**config.mk**
```make
export PLATFORM = sky130hd
export DESIGN_NAME = poco_dmem
export DESIGN_NICKNAME = d
export VERILOG_FILES = /design/src/rtl/poco_dmem_pkg.sv /design/src/rtl/poco_timer.sv /design/src/rtl/poco_dmem.sv
export SDC_FILE = /design/constraint.sdc
export NUM_CORES = 2
export LEC_CHECK = 0
export CAP_MARGIN = 20
export CORE_ASPECT_RATIO = 0.6
export CORE_MARGIN = 2
export CORE_UTILIZATION = 32
export CTS_CLUSTER_DIAMETER = 40
export DETAILED_ROUTE_END_ITERATION = 10
export PLACE_DENSITY_LB_ADDON = 0.05
export SLEW_MARGIN = 20
export SYNTH_ARGS = -nofsm -noshare
export SYNTH_HDL_FRONTEND = slang
export SYNTH_SLANG_ARGS = --single-unit
export TNS_END_PERCENT = 1
```
**constraint.sdc**
```tcl
create_clock -name clk -period 9.7 [get_ports clk]
set_clock_uncertainty 0.1 [all_clocks]
set_input_delay 1.94 -clock clk [delete_from_list [all_inputs] [get_ports clk]]
set_output_delay 1.94 -clock clk [all_outputs]
set_load 0.01 [all_outputs]
```
**src/rtl/poco_dmem_pkg.sv**
```systemverilog
`default_nettype none
// ============================================================================
// Module      : poco_dmem_pkg
// Description : Shared constants, I/O page map and address decode for poco_dmem
// Revision    : 1.0  initial release
// ============================================================================
package poco_dmem_pkg;

  localparam int DATA_W = 16;

  localparam logic [DATA_W-1:0] IO_OUT  = 16'hFFF0;
  localparam logic [DATA_W-1:0] IO_IN   = 16'hFFF1;
  localparam logic [DATA_W-1:0] IO_CNT  = 16'hFFF2;
  localparam logic [DATA_W-1:0] IO_CMP  = 16'hFFF3;
  localparam logic [DATA_W-1:0] IO_STAT = 16'hFFF4;

  localparam int ST_FLAG = 0;
  localparam int ST_EN   = 1;

  typedef enum logic [2:0] {
    SEL_NONE = 3'd0,
    SEL_RAM  = 3'd1,
    SEL_OUT  = 3'd2,
    SEL_IN   = 3'd3,
    SEL_CNT  = 3'd4,
    SEL_CMP  = 3'd5,
    SEL_STAT = 3'd6
  } io_sel_e;

  // RAM wins over the I/O page only when the address fits in RAM_AW bits.
  function automatic io_sel_e decode(input logic [DATA_W-1:0] addr, input int unsigned ram_aw);
    io_sel_e sel;
    sel = SEL_NONE;
    if ((addr >> ram_aw) == '0) begin
      sel = SEL_RAM;
    end else begin
      case (addr)
        IO_OUT:  sel = SEL_OUT;
        IO_IN:   sel = SEL_IN;
        IO_CNT:  sel = SEL_CNT;
        IO_CMP:  sel = SEL_CMP;
        IO_STAT: sel = SEL_STAT;
        default: sel = SEL_NONE;
      endcase
    end
    return sel;
  endfunction

endpackage
`default_nettype wire

```
**src/rtl/poco_timer.sv**
```systemverilog
`default_nettype none
// ============================================================================
// Module      : poco_timer
// Description : Prescaled up-counter with compare match flag and STATUS register
// Revision    : 1.0  initial release
// ============================================================================
module poco_timer
  import poco_dmem_pkg::*;
#(
  parameter int PRESC = 4
) (
  input  logic              clk,
  input  logic              rst,
  input  logic              i_we,
  input  io_sel_e           i_sel,
  input  logic [DATA_W-1:0] i_wdata,
  output logic [DATA_W-1:0] o_cnt,
  output logic [DATA_W-1:0] o_cmp,
  output logic [DATA_W-1:0] o_status,
  output logic              o_irq
);

  localparam int PW = (PRESC > 1) ? $clog2(PRESC) : 1;
  localparam logic [PW-1:0] c_PRESC_MAX = PW'(PRESC - 1);

  logic [PW-1:0]     r_presc;
  logic [DATA_W-1:0] r_cnt;
  logic [DATA_W-1:0] r_cmp;
  logic              r_flag;
  logic              r_en;

  logic w_tick;
  logic w_match;
  logic w_wr_cnt;
  logic w_wr_cmp;
  logic w_wr_stat;

  assign w_tick    = r_en && (r_presc == c_PRESC_MAX);
  assign w_match   = w_tick && (r_cnt == r_cmp);
  assign w_wr_cnt  = i_we && (i_sel == SEL_CNT);
  assign w_wr_cmp  = i_we && (i_sel == SEL_CMP);
  assign w_wr_stat = i_we && (i_sel == SEL_STAT);

  always_ff @(posedge clk or posedge rst) begin
    if (rst) begin
      r_presc <= '0;
      r_cnt   <= '0;
      r_cmp   <= '1;
      r_flag  <= 1'b0;
      r_en    <= 1'b0;
    end else begin
      if (r_en) begin
        r_presc <= w_tick ? '0 : r_presc + 1'b1;
      end

      // A core write to CNT overrides the tick increment; the prescaler has
      // already wrapped on that edge so the next period starts fresh.
      if (w_wr_cnt) begin
        r_cnt <= i_wdata;
      end else if (w_tick) begin
        r_cnt <= w_match ? '0 : r_cnt + 1'b1;
      end

      if (w_wr_cmp) begin
        r_cmp <= i_wdata;
      end

      // Set dominates a simultaneous write-1-to-clear so no match is lost.
      if (w_match) begin
        r_flag <= 1'b1;
      end else if (w_wr_stat && i_wdata[ST_FLAG]) begin
        r_flag <= 1'b0;
      end

      if (w_wr_stat) begin
        r_en <= i_wdata[ST_EN];
      end
    end
  end

  always_comb begin
    o_status          = '0;
    o_status[ST_FLAG] = r_flag;
    o_status[ST_EN]   = r_en;
  end

  assign o_cnt = r_cnt;
  assign o_cmp = r_cmp;
  assign o_irq = r_flag;

endmodule
`default_nettype wire

```
**src/rtl/poco_dmem.sv**
```systemverilog
`default_nettype none
// ============================================================================
// Module      : poco_dmem
// Description : POCO data-port responder: word RAM plus OUT/IN/timer I/O page
// Revision    : 1.0  initial release
// ============================================================================
module poco_dmem #(
  parameter int DATA_W = poco_dmem_pkg::DATA_W,
  parameter int RAM_AW = 8,
  parameter int PRESC  = 4
) (
  input  logic              clk,
  input  logic              rst,
  input  logic [DATA_W-1:0] daddr,
  input  logic [DATA_W-1:0] ddataout,
  input  logic              we,
  output logic [DATA_W-1:0] ddatain,
  output logic [DATA_W-1:0] out_port,
  input  logic [DATA_W-1:0] in_port,
  output logic              tmr_irq
);

  import poco_dmem_pkg::*;

  localparam int RAM_WORDS = 2 ** RAM_AW;

  logic [DATA_W-1:0] r_ram [RAM_WORDS];
  logic [DATA_W-1:0] r_out;
  logic [DATA_W-1:0] r_in_s1;
  logic [DATA_W-1:0] r_in_s2;

  io_sel_e           w_sel;
  logic [DATA_W-1:0] w_cnt;
  logic [DATA_W-1:0] w_cmp;
  logic [DATA_W-1:0] w_status;
  logic              w_irq;

  assign w_sel = decode(daddr, RAM_AW);

  // RAM carries no reset so it survives a mid-run rst pulse.
  always_ff @(posedge clk) begin
    if (we && (w_sel == SEL_RAM)) begin
      r_ram[daddr[RAM_AW-1:0]] <= ddataout;
    end
  end

  always_ff @(posedge clk or posedge rst) begin
    if (rst) begin
      r_out   <= '0;
      r_in_s1 <= '0;
      r_in_s2 <= '0;
    end else begin
      r_in_s1 <= in_port;
      r_in_s2 <= r_in_s1;
      if (we && (w_sel == SEL_OUT)) begin
        r_out <= ddataout;
      end
    end
  end

  poco_timer #(
    .PRESC (PRESC)
  ) u_timer (
    .clk      (clk),
    .rst      (rst),
    .i_we     (we),
    .i_sel    (w_sel),
    .i_wdata  (ddataout),
    .o_cnt    (w_cnt),
    .o_cmp    (w_cmp),
    .o_status (w_status),
    .o_irq    (w_irq)
  );

  always_comb begin
    ddatain = '0;
    case (w_sel)
      SEL_RAM:  ddatain = r_ram[daddr[RAM_AW-1:0]];
      SEL_OUT:  ddatain = r_out;
      SEL_IN:   ddatain = r_in_s2;
      SEL_CNT:  ddatain = w_cnt;
      SEL_CMP:  ddatain = w_cmp;
      SEL_STAT: ddatain = w_status;
      default:  ddatain = '0;
    endcase
  end

  assign out_port = r_out;
  assign tmr_irq  = w_irq;

endmodule
`default_nettype wire

```
**After elaboration in Yosys (flattened, before gate mapping)**

Memory sizes are Yosys's and may differ from the RTL's.
Index checks and enable logic that the tools add are counted.

- Register bits after elaboration: 84
- Latch bits: 0
- Bits in writable memories: 4,096
- Bits in read-only memories: 0
- Input port bits: 51
- Output and inout port bits: 33
- Word-level logic and storage cells: 46
- Memories: 1

- Add/sub/neg operators: 2
- $mul: 0
- Div/mod/pow operators: 0
- $lt $le $gt $ge: 0
- Equality and inequality tests: 13
- Shift-type cells: 0
- Mux-type cells: 11
- Bitwise gates (word level): 0
- Reductions and logical operators: 11

Memories:

| name | words | bits a word | rd ports | clocked after Yosys merged registers in | wr ports | line | source |
|---|---|---|---|---|---|---|---|
| r_ram | 256 | 16 | 1 | 0 | 1 | poco_dmem.sv:27 | `logic [DATA_W-1:0] r_ram [RAM_WORDS];` |

Operator list:

| operator | number |
|---|---|
| $pmux 16 s6 | 1 |
| $eq 16x16->1 const B | 5 |
| $mux 16 | 3 |
| $add 16x1->16 const B | 1 |
| $eq 16x16->1 | 1 |
| $logic_not 16->1 | 1 |
| $pmux 3 s5 | 1 |
| $eq 3x3->1 const B | 3 |
| $logic_and 1x1->1 | 8 |
| $eq 3x2->1 const B | 2 |
| $mux 1 | 4 |
| $reduce_bool 2->1 | 2 |
| $eq 3x1->1 const B | 1 |
| $mux 3 | 1 |
| $add 2x1->2 const B | 1 |
| $eq 2x2->1 const B | 1 |
| $mux 2 | 1 |

**Depth between registers and ports, before layout**

- Depth in word-level cells: 8
- Gate-level depth with buffers: 13
- Mapped depth without buffers: 8

**By module**

A second synthesis with hierarchy kept.

- Cell total of the unflattened synthesis: 7,040
- Area total of the unflattened synthesis: 161,970.3 um^2

Modules (own cells, without submodules):

| module | times used | cells an instance | area an instance (um^2) | sequential area each (um^2) |
|---|---|---|---|---|
| poco_dmem | 1 | 6,824 | 159,794.5 | 124,199.1 |
| poco_timer | 1 | 216 | 2,175.8 | 920.9 |

**Worst setup path before layout**

Ideal clock, no wire load.

- Path type: in2out
- From: in daddr[1]
- To: out ddatain[0]
- Data arrival time: 4.126 ns
- Required time: 7.660 ns
- Path slack: 3.534 ns
- Cell stages on the path: 10
- Buffers on the path: 4
- Cell sequence: buf_4 buf_2 buf_1 buf_1 mux4_2 mux4_2 a22oi_1 nand2_1 nand4_1 nand3_1

- Cells in the longest elaborated chain, start to end: 5
- Elaborated cells on any way between the ends: 15
- Classes of those cells: eq/ne (11); mux (3); memory (1)

RTL lines:

| what | line | source |
|---|---|---|
| from (decl) | poco_dmem.sv:14 | `input logic [DATA_W-1:0] daddr,` |
| branches (longest 4 deep; another with $mem_v2 256x16) | -- |  |
| $pmux 16 s6 * | poco_dmem.sv:77 | `case (w_sel)` |
| to (decl) | poco_dmem.sv:17 | `output logic [DATA_W-1:0] ddatain,` |

Mark *: on every way between the ends.

**Worst setup path in the final report**

- From: in daddr[6]
- To: out ddatain[6]

Same word-level chain as after synthesis.

==> impl_metrics.csv <==
group,metric,value,unit
status,outcome,"finished, final reports clean",
final_layout,regArea,125000,um2
clock_network,ctsHoldBuffers,0,
synth,ys_async_sr_fraction,0.0201,
pwr,intPower,32.8,mW
grt,grt_max_degree,148,
grt,grt_pass1_vias,79500,
pwr,power_frac_seq,0.472,
final_layout,drive_gt1_frac,0.359,
grt,grt_pass1_wl,739000,um
hold_path,hold_path_depth,0,
clock_network,cts_buffer_depth,4,
final_layout,num-fill-cells,44800,
floorplanning,die_h,554,um
detailed_routing,drt_iter0_drc,10100,
final_layout,multi_input_area,34900,um2
clock_network,clkTransAtPathRegs,0.06,ns
clock_network,clk_latency,1.04,ns
timing,holdWs,0.239,ns
pwr,power,42.1,mW
floorplanning,coreArea,500000,um2
detailed_routing,wirelength,553000,um
final_layout,layout.cells.non_filler,14800,
placement,placed_cell_area,174000,um2
hold_path,min_from,"r_in_s1[10]$_DFF_PP0_",
synth,ys_warn_count,0,
synth,synth_edf_count,4096,
setup_path,crit_fanout,15,
synth,synth_area_leader_cell,"edfxtp_1",
timing,hold_viol,0,
final_layout,synthToLayoutAreaGrowth,19.1,%
synth,syn_area,161000,um2
synth,synth_top_cell_area_share,0.763,
clock_network,root_buffer,"clkbuf_16",
pwr,power.leakage,59.8,nW
grt,antenna_found_initial,63,
placement,place.detailed.hpwl,343000,um
synth,yosysUniqueCellTypes,68,
final_layout,stdcell_area,192000,um2
timing,slew_viol_final,0,
timing,fmax,112,MHz
floorplanning,start_util,0.322,
clock_network,cts_resized,0,
timing,fin_ws,0.747,ns
pwr,p_comb_frac,0.048,
synth,synth.yosys.seq_area_share,0.776,
floorplanning,pin_count,84,
floorplanning,rows,201,
final_layout,final_util,0.383,
setup_path,worst_ep_required_time,7.66,ns
synth,synthTopCellsByArea,"edfxtp_1, mux4_2, dfrtp_1, mux2i_1, nor2_1",
hold_path,hold_class,"reg2reg",
detailed_routing,drc,0,
timing,slew_headroom,0.222,
synth,ys_top_cells_by_count,"edfxtp_1, mux4_2, nor2_1",
setup_path,r2r-start,"u_timer.o_cnt[9]$_DFFE_PP0P_",
pwr,clkPwrFrac,0.481,
final_layout,finish.net_count,7712,
detailed_routing,via_per_inst,5.37,
detailed_routing,vias,79500,
detailed_routing,dr.pass1.iters,8,
synth,synth.most_common_cell,"edfxtp_1",
detailed_routing,drtAntennaViolNets,0,
timing,finalCritPeriodShare,0.923,
timing,tns,0,ns
placement,gp_congestion,0.789,
setup_path,startpoint_type,"input pin",
placement,pre_cts_ws,0.796,ns
run,maxCapViolations,0,
timing,worst_pin_slew,1.14,ns
clock_network,cts_made_buffers,535,
setup_path,crit_start,"daddr[6]",
setup_path,crit_path_end_kind,"output port",
synth,yosys_most_used_dff,"edfxtp_1",
setup_path,criticalPathCategory,"in2out",
clock_network,htreeDepth,6,
grt,grt.overflow.total,0,
timing,setup_violations,0,
grt,grt.total_usage,0.213,
pwr,swShare,0.220,
setup_path,arrival,6.91,ns
floorplanning,dieWidth,920,um
pwr,p_sw,9.24,mW
pwr,power-per-cell-area,219,nW/um2
synth,avgSynthCellArea,23.3,um2
synth,yosys_register_bits,4180,
timing,finalCriticalPeriod,8.95,ns
placement,dp.cells,13800,
setup_path,r2r_end,"u_timer.o_cnt[4]$_DFFE_PP0P_",
setup_path,r2r_setup_slack,6.84,ns
floorplanning,die_area,509000,um2
pwr,max-vdd-ir-drop,0.000183,V
setup_path,reg2reg_depth,7,
hold_path,whs_endpoint,"r_in_s2[10]$_DFF_PP0_",
synth,syn-num-nets,6983,
detailed_routing,wl_per_cell,37.4,um
timing,rsz0062_at_grt,"false",
clock_network,cts.sinks,4180,
clock_network,post-cts-setup-buffers,0,
clock_network,cts_tree,"yes",
synth,synthCells,6930,
placement,io_buffers,83,
-- power groups by stage --
stage	Sequential, mW	Clock [mW]	Combinational, mW
after floorplan	20.2	0	0.903
after global placement	20.2	0	2.00
after detailed placement	20.2	0	2.03
after CTS	19.8	20.6	2.04
after global routing	19.8	21.4	2.11
final	19.8	20.2	2.00
-- routing by layer --
metal,vias up,share of wire,GRT usage
met5,-,0.000014,0
met4,2,0.020,0.0420
met3,595,0.074,0.0457
met2,2925,0.42,0.300
met1,44700,0.49,0.338
li1,31300,-,-
-- layout by cell type, fill, tap and decap left out, drive strengths merged, types with 57 or more instances in the layout --
cell type,Yosys,final
buf,254,533
bufinv,0,66
clkbuf,146,625
clkdlybuf4s50,0,59
clkinv,0,192
dfrtp,68,68
edfxtp,4096,4096
mux2,57,57
mux2i,136,136
mux4,1177,1177
nand2,138,138
nor2,362,362
o22ai,66,66
-- registers in the layout (all words and copies together), names as in the netlist --
name / flops
u_timer.o_irq: 1
out_port: 16
r_ram: 4096
r_in_s1: 16
r_in_s2: 16
u_timer.o_cmp: 16
u_timer.r_presc: 2
u_timer.r_en: 1
u_timer.o_cnt: 16
-- cells by family (layout without fill, tap and decap cells) --
logic type,Yosys count,after routing,share of synthesized area
compound gates,302,302,0.0134
xor+xnor,16,16,0.000870
fa+ha+maj,2,2,0.000155
buf+inv,411,1558,0.0149
flops,4180,4180,0.776
mux,1370,1370,0.177
other cells,0,18,0
simple gates,649,649,0.0173
-- worst max path at each step --
stage / to / slack, ns / cells past startpoint
finish: ddatain[6] / 0.75 / 10
CTS: ddatain[6] / 0.79 / 10
global route: ddatain[6] / 0.83 / 10
global placement: ddatain[6] / 0.16 / 10
detailed placement: ddatain[6] / 0.80 / 10
floorplan: ddatain[0] / 3.53 / 10
-- worst max-delay path: stages --
cell             delay [ns]
clkdlybuf4s50_1        0.96
buf_4                  0.25
nand4bb_2              0.58
nor2_1                 0.31
a221oi_2               0.82
o21ai_0                0.40
nor2_1                 0.33
nand4_1                0.45
nand3_1                0.25
clkdlybuf4s50_1        0.56
-- cell type report --
class | instances | share of cell area
Tap cell | 6699 | 0.0437
Clock inverter | 330 | 0.0189
Sequential cell | 4180 | 0.652
Antenna cell | 18 | 0.000235
Inverter | 11 | 0.000274
Clock buffer | 625 | 0.0744
Timing Repair Buffer | 592 | 0.0287
Multi-Input combinational cell | 2339 | 0.182
Power figures use the tool's default switching activity.
